$ cat config.mk
export PLATFORM = sky130hd
export DESIGN_NAME = approach_lane
export DESIGN_NICKNAME = d
export VERILOG_FILES = /design/src/rtl/intersection_pkg.sv /design/src/rtl/approach_lane.sv
export SDC_FILE = /design/constraint.sdc
export NUM_CORES = 1
export LEC_CHECK = 0
export ABC_AREA = 1
export BUFFER_PORTS_ARGS = -buffer_cell sky130_fd_sc_hd__buf_4
export CAP_MARGIN = 25
export CORE_MARGIN = 3
export CORE_UTILIZATION = 36
export DETAILED_ROUTE_END_ITERATION = 8
export PLACE_DENSITY = 0.64
export SLEW_MARGIN = 20
export SYNTH_ARGS = -nofsm -noshare
export SYNTH_HDL_FRONTEND = slang
export SYNTH_SLANG_ARGS = --single-unit
$ cat constraint.sdc
create_clock -name clk -period 2.4 [get_ports clk]
set_clock_uncertainty 0.15 [all_clocks]
set_input_delay 0.24 -clock clk [delete_from_list [all_inputs] [get_ports clk]]
set_output_delay 0.24 -clock clk [all_outputs]
set_load 0.05 [all_outputs]
$ cat src/rtl/intersection_pkg.sv
// intersection_pkg: shared fault codes, lamp one-hot check and default sizing
package intersection_pkg;
    localparam int DEF_DEPTH = 15;
    localparam int DEF_DEPART_GAP = 2;
    localparam logic [1:0] FC_NONHOT = 2'b01;
    localparam logic [1:0] FC_CONFLICT = 2'b10;
    function automatic logic one_hot3(input logic r, input logic y, input logic g);
        return ({r, y, g} == 3'b100) || ({r, y, g} == 3'b010) || ({r, y, g} == 3'b001);
    endfunction
endpackage

$ cat src/rtl/approach_lane.sv
// approach_lane: one direction's car queue with paced green departures and right turn on red
module approach_lane
    import intersection_pkg::*;
#(
    parameter int DEPTH = DEF_DEPTH,
    parameter int CNT_W = 4,
    parameter int DEPART_GAP = DEF_DEPART_GAP
) (
    input  logic             clk,
    input  logic             rst,
    input  logic             arrive_i,
    input  logic             right_turn_i,
    input  logic             red_i,
    input  logic             yellow_i,
    input  logic             green_i,
    input  logic             fault_i,
    output logic             sensor_o,
    output logic [CNT_W-1:0] count_o,
    output logic             depart_o,
    output logic             drop_o
);
    logic [CNT_W-1:0] count_q, count_d, gap_q, gap_d;
    logic depart_q, drop_q, depart_d, drop_d, dep_green, dep_rtor, full;
    always_comb begin
        dep_green = green_i && !yellow_i && count_q != '0 && gap_q == '0 && !fault_i;
        dep_rtor  = red_i && !yellow_i && right_turn_i && count_q != '0 && !fault_i;
        depart_d  = dep_green || dep_rtor;
        full      = count_q == CNT_W'(DEPTH);
        drop_d    = arrive_i && !depart_d && full;
        count_d   = (arrive_i && !depart_d && !full) ? count_q + 1'b1 :
                    (!arrive_i && depart_d) ? count_q - 1'b1 : count_q;
        // timer is held clear off green so the first green cycle can depart at once
        gap_d     = !green_i ? '0 :
                    dep_green ? CNT_W'(DEPART_GAP - 1) :
                    (gap_q != '0) ? gap_q - 1'b1 : '0;
    end
    always_ff @(posedge clk) begin
        if (rst) begin
            count_q  <= '0;
            gap_q    <= '0;
            depart_q <= 1'b0;
            drop_q   <= 1'b0;
        end else begin
            count_q  <= count_d;
            gap_q    <= gap_d;
            depart_q <= depart_d;
            drop_q   <= drop_d;
        end
    end
    assign count_o  = count_q;
    assign sensor_o = count_q != '0;
    assign depart_o = depart_q;
    assign drop_o   = drop_q;
endmodule

---- After elaboration in Yosys (flattened, before gate mapping) ----
Cells that the tools add are included.
operators by class
  $add $sub $neg .......................... 3
  equality and inequality tests ........... 1
  muxes and demuxes ....................... 4
  bitwise logic cells ..................... 2
  reduce and logical (&&, ||, !) cells .... 24
operator list
  kind                                                                 number
  1-bit logical AND                                                    12
  4-bit 2-to-1 mux                                                     2
  4-bit nonzero test                                                   2
  4-bit by 1-bit subtractor with 4-bit output (second input constant)  2
  1-bit logical NOT                                                    5
  4-bit by 1-bit adder with 4-bit output (second input constant)       1
  4-bit == test (second input constant)                                1
  4-bit logical NOT                                                    1
  4-bit OR reduction                                                   1
  1-bit 2-to-1 mux                                                     2
  1-bit inverter                                                       2
  2-bit nonzero test                                                   1
  2-bit OR reduction                                                   1
  1-bit logical OR                                                     1
word-level totals
  logic and storage cells ................. 39
  bits in registers ....................... 10
  bits of input ports ..................... 8

---- Depth between registers and ports, before layout ----
Gate-level depths: netlist (run 1).
  depth after elaboration ................. 10
  depth in mapped cells ................... 15
  gate-level depth less buffers ........... 15

---- Worst setup path after synthesis (run 1) ----
No wires, ideal clock.
  path kind ............................... flip-flop to flip-flop
  from .................................... register count_q[0] (netlist: count_o[0])
  to ...................................... register count_q[3] (netlist: count_o[3])
  stages on the path, launching flop included .. 10
  required time ........................... 2.135 ns
  path slack .............................. 0.070 ns
  arrival ................................. 2.065 ns
  cell sequence ........................... dfxtp_1 -> nand4_1 -> nand3_4 -> ha_1 -> nand2_1 -> nand2_1 -> a21oi_1 -> nand4_1 -> a21oi_1 -> nor2_1
between the ends
  cells in the longest elaborated chain, start to end .. 9
  elaborated cells on any way between the ends .. 18
  those cells by class .................... add/sub: 2; eq/ne: 1; mux: 2; reduce/logical: 13
ends and longest elaborated chain
  item                                                           line                                      RTL
  start: declaration                                             approach_lane.sv:22                       logic [CNT_W-1:0] count_q, count_d, gap_q, gap_d;
  start signal: assignment                                       approach_lane.sv:44                       count_q <= count_d;
  4-bit nonzero test                                             approach_lane.sv:25, approach_lane.sv:26
  1-bit logical AND (3 in a row)                                 approach_lane.sv:25                       dep_green = green_i && !yellow_i && count_q != '0 && gap_q == '0 && !fault_i;
  1-bit logical OR                                               approach_lane.sv:27                       depart_d = dep_green || dep_rtor;
  1-bit logical NOT                                              approach_lane.sv:30                       count_d = (arrive_i && !depart_d && !full) ? count_q + 1'b1 :
  1-bit logical AND (2 in a row)                                 approach_lane.sv:30
  4-bit 2-to-1 mux / 2-bit nonzero test (equally long branches)  n/a
Several ways; a longest one is shown, not always the timed one. The select of a mux whose other input is x is not followed.
A chain may end at the register's enable or synchronous reset.

---- Worst setup path after layout (run 1) ----
  from .................................... register gap_q[0]
  to ...................................... register count_q[3] (netlist: count_o[3])
between the ends
  cells in the longest elaborated chain, start to end .. 8
  elaborated cells on any way between the ends .. 10
  those cells by class .................... mux: 1; reduce/logical: 9
ends and longest elaborated chain
  item                                                           line                 RTL
  start: declaration                                             approach_lane.sv:22
  start signal: assignment                                       approach_lane.sv:45  gap_q <= gap_d;
  4-bit logical NOT (*)                                          approach_lane.sv:25
  1-bit logical AND (*) (2 in a row)                             approach_lane.sv:25
  1-bit logical OR (*)                                           approach_lane.sv:27
  1-bit logical NOT                                              approach_lane.sv:30
  1-bit logical AND (2 in a row)                                 approach_lane.sv:30
  4-bit 2-to-1 mux / 2-bit nonzero test (equally long branches)  n/a
Mark *: on every way between the ends. The rest lies on a longest branch, timed or not.

==> results of run 1 <==
-- sequential cells by signal (all words and copies together), names as in the netlist --
| register | count |
|---|---|
| depart_o | 1 |
| count_o | 4 |
| gap_q | 4 |
| drop_o | 1 |
-- metrics by stage --
step / hold WS [ps] / cell area (sq um)
final: 103.1 / 757.0
after global routing: 109.7 / 757.0
after CTS: 97.27 / 754.5
after detailed placement: 261.4 / 708.2
after global placement: 265.6 / 708.2
after floorplan: 162.4 / 576.8
-- tightest hold or removal path: stages --
cell,delay (ps)
buf_4,90
nand4_1,70
o21ai_0,70
-- power by group through the flow --
stage	Combinational [mW]	Sequential, mW	Clock [mW]
2_1_floorplan	0.141	0.249	0
3_3_place_gp	0.238	0.211	0
3_5_place_dp	0.239	0.212	0
4_1_cts	0.242	0.208	0.159
5_1_grt	0.268	0.211	0.169
6_report	0.240	0.208	0.152
-- synth_stat cells --
library cell,instances,share of area
a21oi_1,3,0.026
a21oi_4,1,0.028
dfxtp_1,10,0.35
fa_1,1,0.035
ha_1,3,0.065
inv_1,11,0.072
inv_4,1,0.011
nand2_1,10,0.065
nand2_4,2,0.039
nand3_1,6,0.052
nand3_4,1,0.030
nand4_1,4,0.043
nor2_1,12,0.078
nor2_2,2,0.022
nor3_1,1,0.0087
o21a_1,1,0.013
o21ai_0,1,0.0087
o21ai_1,3,0.026
xnor2_1,1,0.015
xor2_1,1,0.015
-- routing by layer --
| layer | part of all wire | routed length, um | up-vias |
|---|---|---|---|
| met5 | 0 | 0 | - |
| met3 | 0.051 | 55 | 0 |
| met4 | 0 | 0 | 0 |
| met2 | 0.46 | 491 | 8 |
| li1 | - | - | 283 |
| met1 | 0.49 | 529 | 223 |
-- cell families after synthesis --
logic type               count (synthesis)  share of synthesized area
AND/OR/NAND/NOR                         38                     0.3384
buffers and inverters                   12                    0.08244
flip-flops                              10                     0.3471
AO/OA/AOI/OAI                            9                     0.1019
adder cells (fa/ha/maj)                  4                    0.09979
XOR/XNOR                                 2                    0.03037
-- cell type report --
cell class / instances / share of cell area
clock buffer: 4 / 0.04793
sequential: 10 / 0.2645
timing repair buffer: 16 / 0.1620
tap: 15 / 0.02479
multi-input combinational: 53 / 0.4380
inverter: 12 / 0.06281
-- worst paths after layout --
path	cells after the start	end	slack (ps)
min	3	gap_q[0]$_SDFF_PP0_	100
min reg2reg	1	gap_q[0]$_SDFF_PP0_	340
max reg2reg	13	count_o[3]$_SDFFE_PP0P_	210
max	13	count_o[3]$_SDFFE_PP0P_	210
-- what timing repair did --
item	CTS	global route
hold endpoints to repair	1	0
gates resized for setup	0	1
hold buffers	1	0
setup endpoints to repair	0	1
==> results.md, run 1 <==
- The sequential cells in the finished layout cover a total of 200.2 sq um.
- Grouping stages by cell kind, the critical path spends the most delay in simple AND/OR/NAND/NOR gates.
- No sink is reached through more buffers than the 2 on the longest clock path.
- The data required time of the worst path is 2420 ps.
- Counting flops and latches in the post-synthesis netlist gives 10.
- The area growth from synthesis to final layout is 31.24%.
- Clock tree synthesis selected as its root buffer the cell clkbuf_4.
- Summing over every cut layer, the via total after detailed routing is ~510.
- The x dimension of the die is between 40 and 50 um.
- The number of rows in the core area is 13.
- The final clock period utilization by the worst path is 0.9127.
- In the global route stage, met2 resource usage came out at 0.1923.
- The startpoint identified for the worst hold timing path is green_i.
- Entering global routing, the biggest net connects 8 pins.
- The run finished with clean final reports.
- Synthesis produced a netlist with a net count of a little under 90.
- The number of diodes added for antenna fixing is 0.
- Setup repair after global routing left no endpoint under its margin.
- On the critical path, the stage with the largest delay is an instance of dfxtp_1.
- Dividing the detail-routed wire length by the instance count gives 9.782 um.
- Buffers added to address setup during post-CTS repair amount to 0.
- The internal power summed over all cells is about 0.37 mW.
- The element type at the critical path end is a flop.
- The cell count after synthesis is 75.
- The number of clock buffers added by TritonCTS is 3.
- The critical path buffer and inverter count is 1.
- Using the TritonRoute via totals, the vias-per-cell ratio works out to between 4 and 5.
- In the global route stage, met3 resource usage came out at 0.05929.
- For the final routed database, the setup TNS stands at 0 ps.
- The non-filler instance count after layout is 110.
- In the layout the commonest cells are buf_4, nor2_1, inv_1.
- For this run, the share of the core covered by cells in the final layout is 0.5411.
- The worst pin sits at a relative slew slack of 0.8256.
- The clock sink count is 10.
- The number of warnings printed during yosys synthesis is 0.
- Port buffering added 14 buffers.
- The analysis attributes to cell leakage a power of 0.3810 nW.
- The multi-input combinational cells in the finished layout cover a total of around 330 sq um.
- The arrival time of data at the critical path endpoint is between 2000 and 2500 ps.
- In this run the worst path has a maximum fanout of 4.
- The design draws approximately 0.60 mW.
- The H-tree depth reported by CTS is 1.
- The average size of a mapped cell is 7.691 sq um.
- The proportion of layout cells with a drive suffix above 1 is 0.2842.
- For this design the ratio of total power to cell area is between 700 and 800 nW/um^2.
- The final hold violation count is 0.
- The final routed DRC violation total is 0.
- The worst flop-to-flop path startpoint is gap_q[0]$_SDFF_PP0_.
- Walking the worst path, the cells encountered are inv_1 -> ha_1 -> nand3_1 -> nand2_2 -> nand2_4 -> nand3_4 -> ha_1 -> nand2_1 -> nand2_1 -> a21oi_1 -> nand4_1 -> a21oi_1 -> nor2_1.
- The number of fill cells in the layout is approximately 140.
- The initial core utilization is 0.4123.
- The clock latency on the worst-skew pair is 260 ps.
- The most critical setup path has its startpoint at gap_q[0]$_SDFF_PP0_.
- Setup violations remaining at the end of the flow were counted as 0.
- The number of optimization iterations in the first detailed-route pass is 4.
- Detailed placement ended at an HPWL of 876.7 um.
- The unique cell type count in the Yosys netlist is 20.
- The final estimated routing congestion in global placement is approximately 0.8.
- The number of global-route vias before repair was approximately 480.
- In this run the worst hold path is classified as input port to flop.
- For this run, the slowest stage of the critical path takes roughly 340 ps.
- The critical path in this run is classified as flop to flop.
- The upper clock frequency limit is about 460 MHz.
- The tool flagged a number of max-cap violations equal to 0.
- The initial antenna violation count is 0.
- The total congestion overflow after global routing is 0.
- The transition time of the tightest slew-check pin is between 200 and 300 ps.
- For met1 alone, demand over resource in global routing was 0.1655.
- VDD sags by at most roughly 0.41 mV.
- The startpoint type of the worst setup path is a flop.
- The floorplan die area is 2118 sq um.
- The area of the core region is around 1400 sq um.
- The count of nets left with antenna violations after detail routing is 0.
- Wires add up to between 1000 and 1500 um.
- For this run, the register share of the synthesized area comes to 0.3471.
- The count of final max-slew check failures came to 0.
- The worst setup slack after layout is about 210 ps.
- For this design the total switching power over the nets is about 0.23 mW.
- The most heavily used metal layer in global routing is met2.
- After the first detailed-routing iteration, the DRC count stood at 6.
- The share of total power dissipated in combinational logic is 0.400.
- The clock share of power is 0.253.
- The library cell used most frequently in the layout, excluding fill and tap cells, is buf_4.
- In the global route stage, overall resource usage came out at 0.1287.
- The share of total power dissipated in sequential elements is 0.346.
- The final period demand of the worst path is around 2200 ps.
- TritonCTS built the clock tree.
- From bottom edge to top edge, the die measures between 40 and 50 um.
- In this run the cell area of the synthesized design comes to ~580 sq um.
- For this design the top-level I/O count stands at 15.
- OpenSTA, run right after detailed placement, puts the worst setup slack at between 150 and 200 ps.
- The register clock-pin slew on the reported worst setup and hold paths is approximately 70 ps.
- The switching share of power is 0.3891.
- The first global-routing pass estimated a little under 2000 um of wire.
- After the last flow step, the layout net total stands at approximately 110.
- The post-placement cell count is approximately 110.
No activity file was read; power rests on OpenSTA's default activity.
==> inputs of run 2 (changes only) <==
Settings changed: PLACE_DENSITY 0.64 to 0.66.
Clock period 2.4 ns to 1.91 ns, I/O delays scaled along.
==> run 2 against run 1 <==
Compared with the run above: the flow now finishes with violations (negative setup slack); cell count increased by 12%; worst hold slack got worse by 56 ps; design area up 27%; die area unchanged; non-clock buffer count is 13 higher; sequential power grew 29%; register-to-register slack lost 310 ps; combinational power rose by 89%; via count up 17%; sequential share of layout area decreased by 3.8 points; global-route usage is 3.3 points higher; critical path depth down 1; highest routed layer is now met4.
==> results.md, run 2 (same netlist as run 1, synthesis figures left out) <==
- The worst setup path is launched from a flop.
- The final design instance area without fill is 963.4 sq um.
- The power per cell area is a little over 900 nW/um^2.
- The congestion estimate from routability-driven global placement came to ~0.78.
- The proportion of layout cells with a drive suffix above 1 is 0.5648.
- The number of fill cells in the layout is about 120.
- The final routed DRC violation total is 0.
- The final hold violation count is 0.
- The clock latency on the worst-skew pair is between 200 and 300 ps.
- Buffers inserted during clock tree synthesis total 3.
- The worst hold slack across all endpoints is about 47 ps.
- The endpoint of the worst-slack reg-to-reg timing path is count_o[2]$_SDFFE_PP0P_.
- The floorplan step defined a die boundary enclosing 2118 sq um.
- The worst-case IR drop observed on VDD is roughly 0.47 mV.
- The region available for standard cell placement spans 1399 sq um.
- The slack of the worst reg-to-reg path is -100 ps.
- The worst flop-to-flop path startpoint is gap_q[1]$_SDFF_PP0_.
- The initial core utilization is 0.4123.
- The number of global-route vias before repair is roughly 620.
- Clock tree synthesis selected as its root buffer the cell clkbuf_4.
- In this run the tightest slew margin relative to its limit is 0.8419.
- The post-placement cell count is ~120.
- The initial antenna violation count is 0.
- The upper clock frequency limit is about 500 MHz.
- The count of final max-slew check failures is 0.
- The total number of vias is between 600 and 700.
- In this run the horizontal extent of the chip is roughly 46 um.
- The setup total negative slack is -235.4 ps.
- The repair_antennas step left the layout with diodes totalling 0.
- The min-delay analysis places its worst path in the category input port to flop.
- Setup violations remaining at the end of the flow were counted as 3.
- Clock tree synthesis found a total of 10 sinks.
- The leakage component of the power is about 0.47 nW.
- For this run, the post-layout net count is approximately 120.
- The H-tree depth reported by CTS is 1.
- The data required time of the worst path is between 1500 and 2000 ps.
- The maximum number of pins on one net before global-route repair is 8.
- The clock passes through at most 2 buffers.
- The end of the worst hold path is drop_o$_SDFF_PP0_.
- The first detailed-routing pass ran for 3 iterations.
- The worst hold path was traced through 3 stages.
- The tool flagged a number of max-cap violations equal to 0.
- The critical path in this run is classified as flop to flop.
- The wire length of the first global-routing pass is roughly 2400 um.
- In the layout the commonest cells are buf_4, nor2_1, inv_1.
- For the worst flop-to-flop path, the logic depth is 12.
- After the first detailed-routing iteration, the DRC count stood at 1.
- For this run, the total global-route usage over all layers was measured as 0.1616.
- From synthesis to final layout, the design area changed by 67.03%.
- In this run the worst path has a maximum fanout of 4.
- The detailed-route wire length is 1580 um.
- The half-perimeter wire length of the detailed placement result is between 1000 and 1500 um.
- Summing all placed instances gives a cell area of about 850 sq um.
- For the pin with the worst max-slew slack, the measured transition is roughly 240 ps.
- The final period demand of the worst path is just over 2000 ps.
- The worst min-delay path startpoint is arrive_i.
- For this run, the share of the core covered by cells in the final layout is 0.6887.
- From bottom edge to top edge, the die measures roughly 46 um.
- The non-filler instance count after layout is between 100 and 150.
- Setup repair after global routing could not meet its margin everywhere.
- The worst setup path is captured at a flop.
- Of the available clock period, the critical path in the final layout requires 1.053.
- The arrival time of data at the critical path endpoint is 2030 ps.
- Across all setup checks in the final design, the least slack found is -101.8 ps.
- The routed via count divided by cell count is just under 5.
- The count of buffers from port buffering is 14.
- Once detail routing completed, the nets flagged for antenna violations numbered 0.
- The most common cell after layout, fill and taps aside is buf_4.
- The number of rows in the core area is 13.
- The checks that failed: negative setup slack.
- The register clock-pin slew on the reported worst setup and hold paths is roughly 70 ps.
- The flow ran to the end, but the final reports show violations.
- During I/O placement, the number of pins put on the boundary was 15.
- Global routing finished with a remaining overflow of 0.
- TritonCTS built the clock tree.
- Dividing the detail-routed wire length by the instance count gives 12.85 um.
==> run 2: what timing repair did <==
action / in CTS / in global routing
hold buffers: 1 / 0
setup endpoints to repair: 2 / 3
buffers inserted: 1 / 1
pin swaps: 9 / 7
resized for setup: 8 / 9
hold endpoints to repair: 1 / 0
cloned: 0 / 0
==> run 2: stage by stage <==
| step | total power [mW] | worst slack, ps |
|---|---|---|
| floorplan | 0.5244 | -0.5650 |
| global placement | 0.6461 | -65.61 |
| detailed placement | 0.6581 | -96.12 |
| CTS | 0.8451 | -38.91 |
| global route | 0.9434 | -264.0 |
| finish | 0.8829 | -101.8 |
==> run 2: layout make-up <==
class                           count  area (sq um)  share of cell area
Clock buffer                        4         26.28             0.02727
Inverter                           12         47.55             0.04935
Multi-Input combinational cell     53         429.2              0.4455
Sequential cell                    10         217.7              0.2260
Tap cell                           15         18.77             0.01948
Timing Repair Buffer               29         224.0              0.2325
==> run 2: critical path: stages (launching register included) <==
cell and delay [ps]:
dfxtp_2 330, inv_2 40, ha_4 160, nand3_4 70
nand2_4 60, nand2_4 70, nand3_4 120, buf_4 170
buf_6 100, fa_2 320, xor2_1 160, nor2_1 100
nor2_1 50
==> run 2: routing by layer <==
| layer | global-route usage | vias to the layer above | part of all wire |
|---|---|---|---|
| met5 | 0 | - | 0 |
| met4 | 0.02841 | 0 | 0.024 |
| met3 | 0.07905 | 7 | 0.076 |
| met2 | 0.2940 | 15 | 0.52 |
| met1 | 0.1659 | 270 | 0.38 |
| li1 | - | 309 | - |
==> run 2: worst max path at each step <==
| stage | cells past startpoint | from | to | slack [ps] |
|---|---|---|---|---|
| finish | 12 | gap_q[1]$_SDFF_PP0_ | count_o[2]$_SDFFE_PP0P_ | -100 |
| CTS | 15 | gap_q[1]$_SDFF_PP0_ | count_o[3]$_SDFFE_PP0P_ | -40 |
| global route | 14 | gap_q[1]$_SDFF_PP0_ | count_o[3]$_SDFFE_PP0P_ | -260 |
| detailed placement | 14 | gap_q[1]$_SDFF_PP0_ | count_o[3]$_SDFFE_PP0P_ | -100 |
| floorplan | 11 | count_o[2]$_SDFFE_PP0P_ | count_o[3]$_SDFFE_PP0P_ | -0.6 |
| global placement | 13 | gap_q[1]$_SDFF_PP0_ | count_o[3]$_SDFFE_PP0P_ | -70 |
==> run 2: where the power goes <==
part	switching, mW	internal, mW	leakage (nW)
Sequential	0.0284	0.240	0.0852
Combinational	0.256	0.199	0.365
Clock	0.0793	0.0811	0.0150
==> inputs of run 3 (changes only) <==
Settings changed: CELL_PAD_IN_SITES_DETAIL_PLACEMENT from default to 1, CELL_PAD_IN_SITES_GLOBAL_PLACEMENT from default to 2, CORE_UTILIZATION 36 to 24, PLACE_DENSITY 0.66 to 0.75.
==> run 3 against run 2 <==
Compared with the run above: the flow still finishes with violations (negative setup slack); combinational power decreased by 10%; sequential share of layout area increased by 0.57 points; via count decreased by 1.3%; global-route usage decreased by 4.3 points; first-iteration DRC count unchanged; cell count increased by 9.8%; clock power decreased by 7%; core utilization decreased by 27 points; critical path type unchanged; largest cell class unchanged; highest routed layer unchanged.
==> results.md, run 3 (same netlist as run 1, synthesis figures left out) <==
- In this run the remaining antenna-violating nets after routing total 0.
- The tree is rooted in a clkbuf_4.
- The data required time of the worst path is between 1500 and 2000 ps.
- Clock-pin slew was measured on the worst setup and hold paths at roughly 70 ps.
- The total number of vias is 593.
- Data on the critical path arrives at its endpoint at slightly below 2000 ps.
- The worst max-slew margin expressed relative to the limit is 0.8329.
- Summed over all failing endpoints, the final setup total negative slack is -38.01 ps.
- The final routed DRC violation total is 0.
- After detailed routing, the met2 layer carries between 700 and 800 um of wire.
- The half-perimeter wire length of the detailed placement result is between 1000 and 1500 um.
- The longest clock path from root to sink contains 2 buffers.
- The count of final max-slew check failures is 0.
- In this run the critical register-to-register path is captured at count_o[2]$_SDFFE_PP0P_.
- The worst hold path belongs to the class input port to flop.
- The maximum number of pins on one net before global-route repair is 8.
- At the end of the flow, the number of nets in the layout was 120.
- Of the available clock period, the critical path in the final layout requires 1.012.
- TritonCTS built the clock tree.
- The number of global-route vias before repair is around 600.
- Setup repair after global routing could not meet its margin everywhere.
- Buffers placed on the I/O ports in this run total 14.
- The first global-routing pass estimated approximately 2500 um of wire.
- The clock sink count is 10.
- The most common cell after layout, fill and taps aside is buf_4.
- The launching instance or port of the critical path is gap_q[0]$_SDFF_PP0_.
- The final hold violation count is 0.
- The total track usage is 0.1185.
- The routed wire length on met3 is 76 um.
- In this run, the number of DRC markers left after iteration 0 of detailed routing was 1.
- The power per cell area is ~880 nW/um^2.
- The run finished, with violations left.
- Subtracting the final worst setup slack from the clock period gives around 1900 ps.
- The startpoint type of the worst setup path is a flop.
- For the pin with the worst max-slew slack, the measured transition is roughly 250 ps.
- The floorplan has 17 rows.
- After detailed routing, the wire length on met1 is roughly 650 um.
- The maximum resistive drop on vdd is about 0.31 mV.
- The floorplan step set the die height to between 50 and 60 um.
- Along the worst path, the maximum fanout reaches 3.
- The library cells used most frequently in the layout, excluding fill and tap cells, are buf_4, nor2_1, inv_1.
- The upper clock frequency limit is 517.6 MHz.
- The tool flagged a number of max-cap violations equal to 0.
- The number of fill cells in the layout is between 200 and 300.
- The final reports fail on negative setup slack.
- The initial antenna violation count came to 0.
- The number of cells on the worst reg-to-reg path is 11.
- Using the TritonRoute via totals, the vias-per-cell ratio works out to approximately 4.4.
- The area growth from synthesis to final layout is 62.91%.
- The end of the critical path is count_o[2]$_SDFFE_PP0P_.
- For this run the aggregate overflow at the end of global routing stands at 0.
- The final design instance area without fill is approximately 940 sq um.
- The number of antenna diodes in the final layout is 0.
- The H-tree depth reported by CTS is 1.
- The detailed-route wire length is 1482 um.
- Setup violations remaining at the end of the flow were counted as 2.
- Routability-driven placement finished with a final weighted congestion of 0.6959.
- The leakage component of the power is 0.4485 nW.
- The core region is ~2300 sq um.
- During I/O placement, the number of pins put on the boundary was 15.
- Clock tree synthesis inserted a total of 3 buffers.
- The slack of the worst reg-to-reg path is -20 ps.
- The worst setup slack after layout is -21.99 ps.
- The proportion of layout cells with a drive suffix above 1 is 0.5234.
- In this run the horizontal extent of the chip is ~55 um.
- The later pin in the worst-skew pair is clocked with a latency of about 270 ps.
- The first TritonRoute pass finished after 3 iterations.
- The critical path in this run is classified as flop to flop.
- Once placement finished, the instance area stood at just under 900 sq um.
- The initial core utilization is 0.2558.
- In the final routed layout, each cell accounts on average for 10.98 um.
- The detailed router used layers up to and including met4.
- The floorplan step defined a die boundary enclosing 3028 sq um.
- The worst setup path is captured at a flop.
- The worst flop-to-flop path startpoint is gap_q[0]$_SDFF_PP0_.
[run 3: layout make-up]
cell class	instances	area, sq um	area share
flip-flops and latches	10	217.7	0.2317
inverters	12	47.55	0.05060
repair buffers	28	212.7	0.2264
clock buffers	3	22.52	0.02397
well taps	28	35.03	0.03728
clock inverters	1	3.754	0.003995
multi-input cells	53	400.4	0.4261
[run 3: worst min-delay path by stage]
| stage | start | cells past startpoint | endpoint |
|---|---|---|---|
| floorplan | rst | 1 | depart_o$_SDFF_PP0_ |
| global placement | rst | 2 | depart_o$_SDFF_PP0_ |
| detailed placement | rst | 2 | depart_o$_SDFF_PP0_ |
| CTS | arrive_i | 3 | drop_o$_SDFF_PP0_ |
| global route | green_i | 3 | gap_q[0]$_SDFF_PP0_ |
| finish | arrive_i | 3 | drop_o$_SDFF_PP0_ |
[run 3: per-stage QoR]
step / hold slack (ps) / worst slack (ps) / utilization / cells / total power [mW]
2_1_floorplan: 113.4 / -0.5650 / - / 75 / 0.5244
3_3_place_gp: 210.9 / -66.46 / 0.3873 / 130 / 0.6530
3_5_place_dp: 211.7 / -130.1 / 0.3873 / 130 / 0.6661
4_1_cts: 56.79 / -42.82 / 0.4156 / 135 / 0.8450
5_1_grt: 68.58 / -180.1 / 0.4168 / 135 / 0.9022
6_report: 66.48 / -21.99 / 0.4168 / 135 / 0.8282
[run 3: worst max-delay path, cell delays in order (launching register included)]
cell and delay, ps:
dfxtp_2 340, inv_2 40, ha_4 150, nand3_2 70
nand2_2 70, nand2_4 70, nand3_4 100, buf_4 160
fa_1 370, xor2_1 170, nor2_1 90, nor2_1 50
[run 3: what timing repair did]
item                                   4_1_cts  5_1_grt
pin swaps                                   10        1
resized for setup                            8        1
setup endpoints to repair                    2        3
endpoints found under the hold margin        1        0
setup buffers                                0        0
hold buffers                                 1        0
gates cloned                                 0        0
[run 3: layer usage]
| metal | GRT usage | up-vias |
|---|---|---|
| met1 | 0.1256 | 273 |
| met4 | 0.04858 | 0 |
| met2 | 0.2126 | 12 |
| met3 | 0.04021 | 2 |
| li1 | - | 306 |
| met5 | 0 | - |
[run 3: power breakdown]
part | switching, mW | internal, mW
clock network | 0.0736 | 0.0756
logic | 0.230 | 0.178
registers | 0.0310 | 0.240
total | 0.334 | 0.494
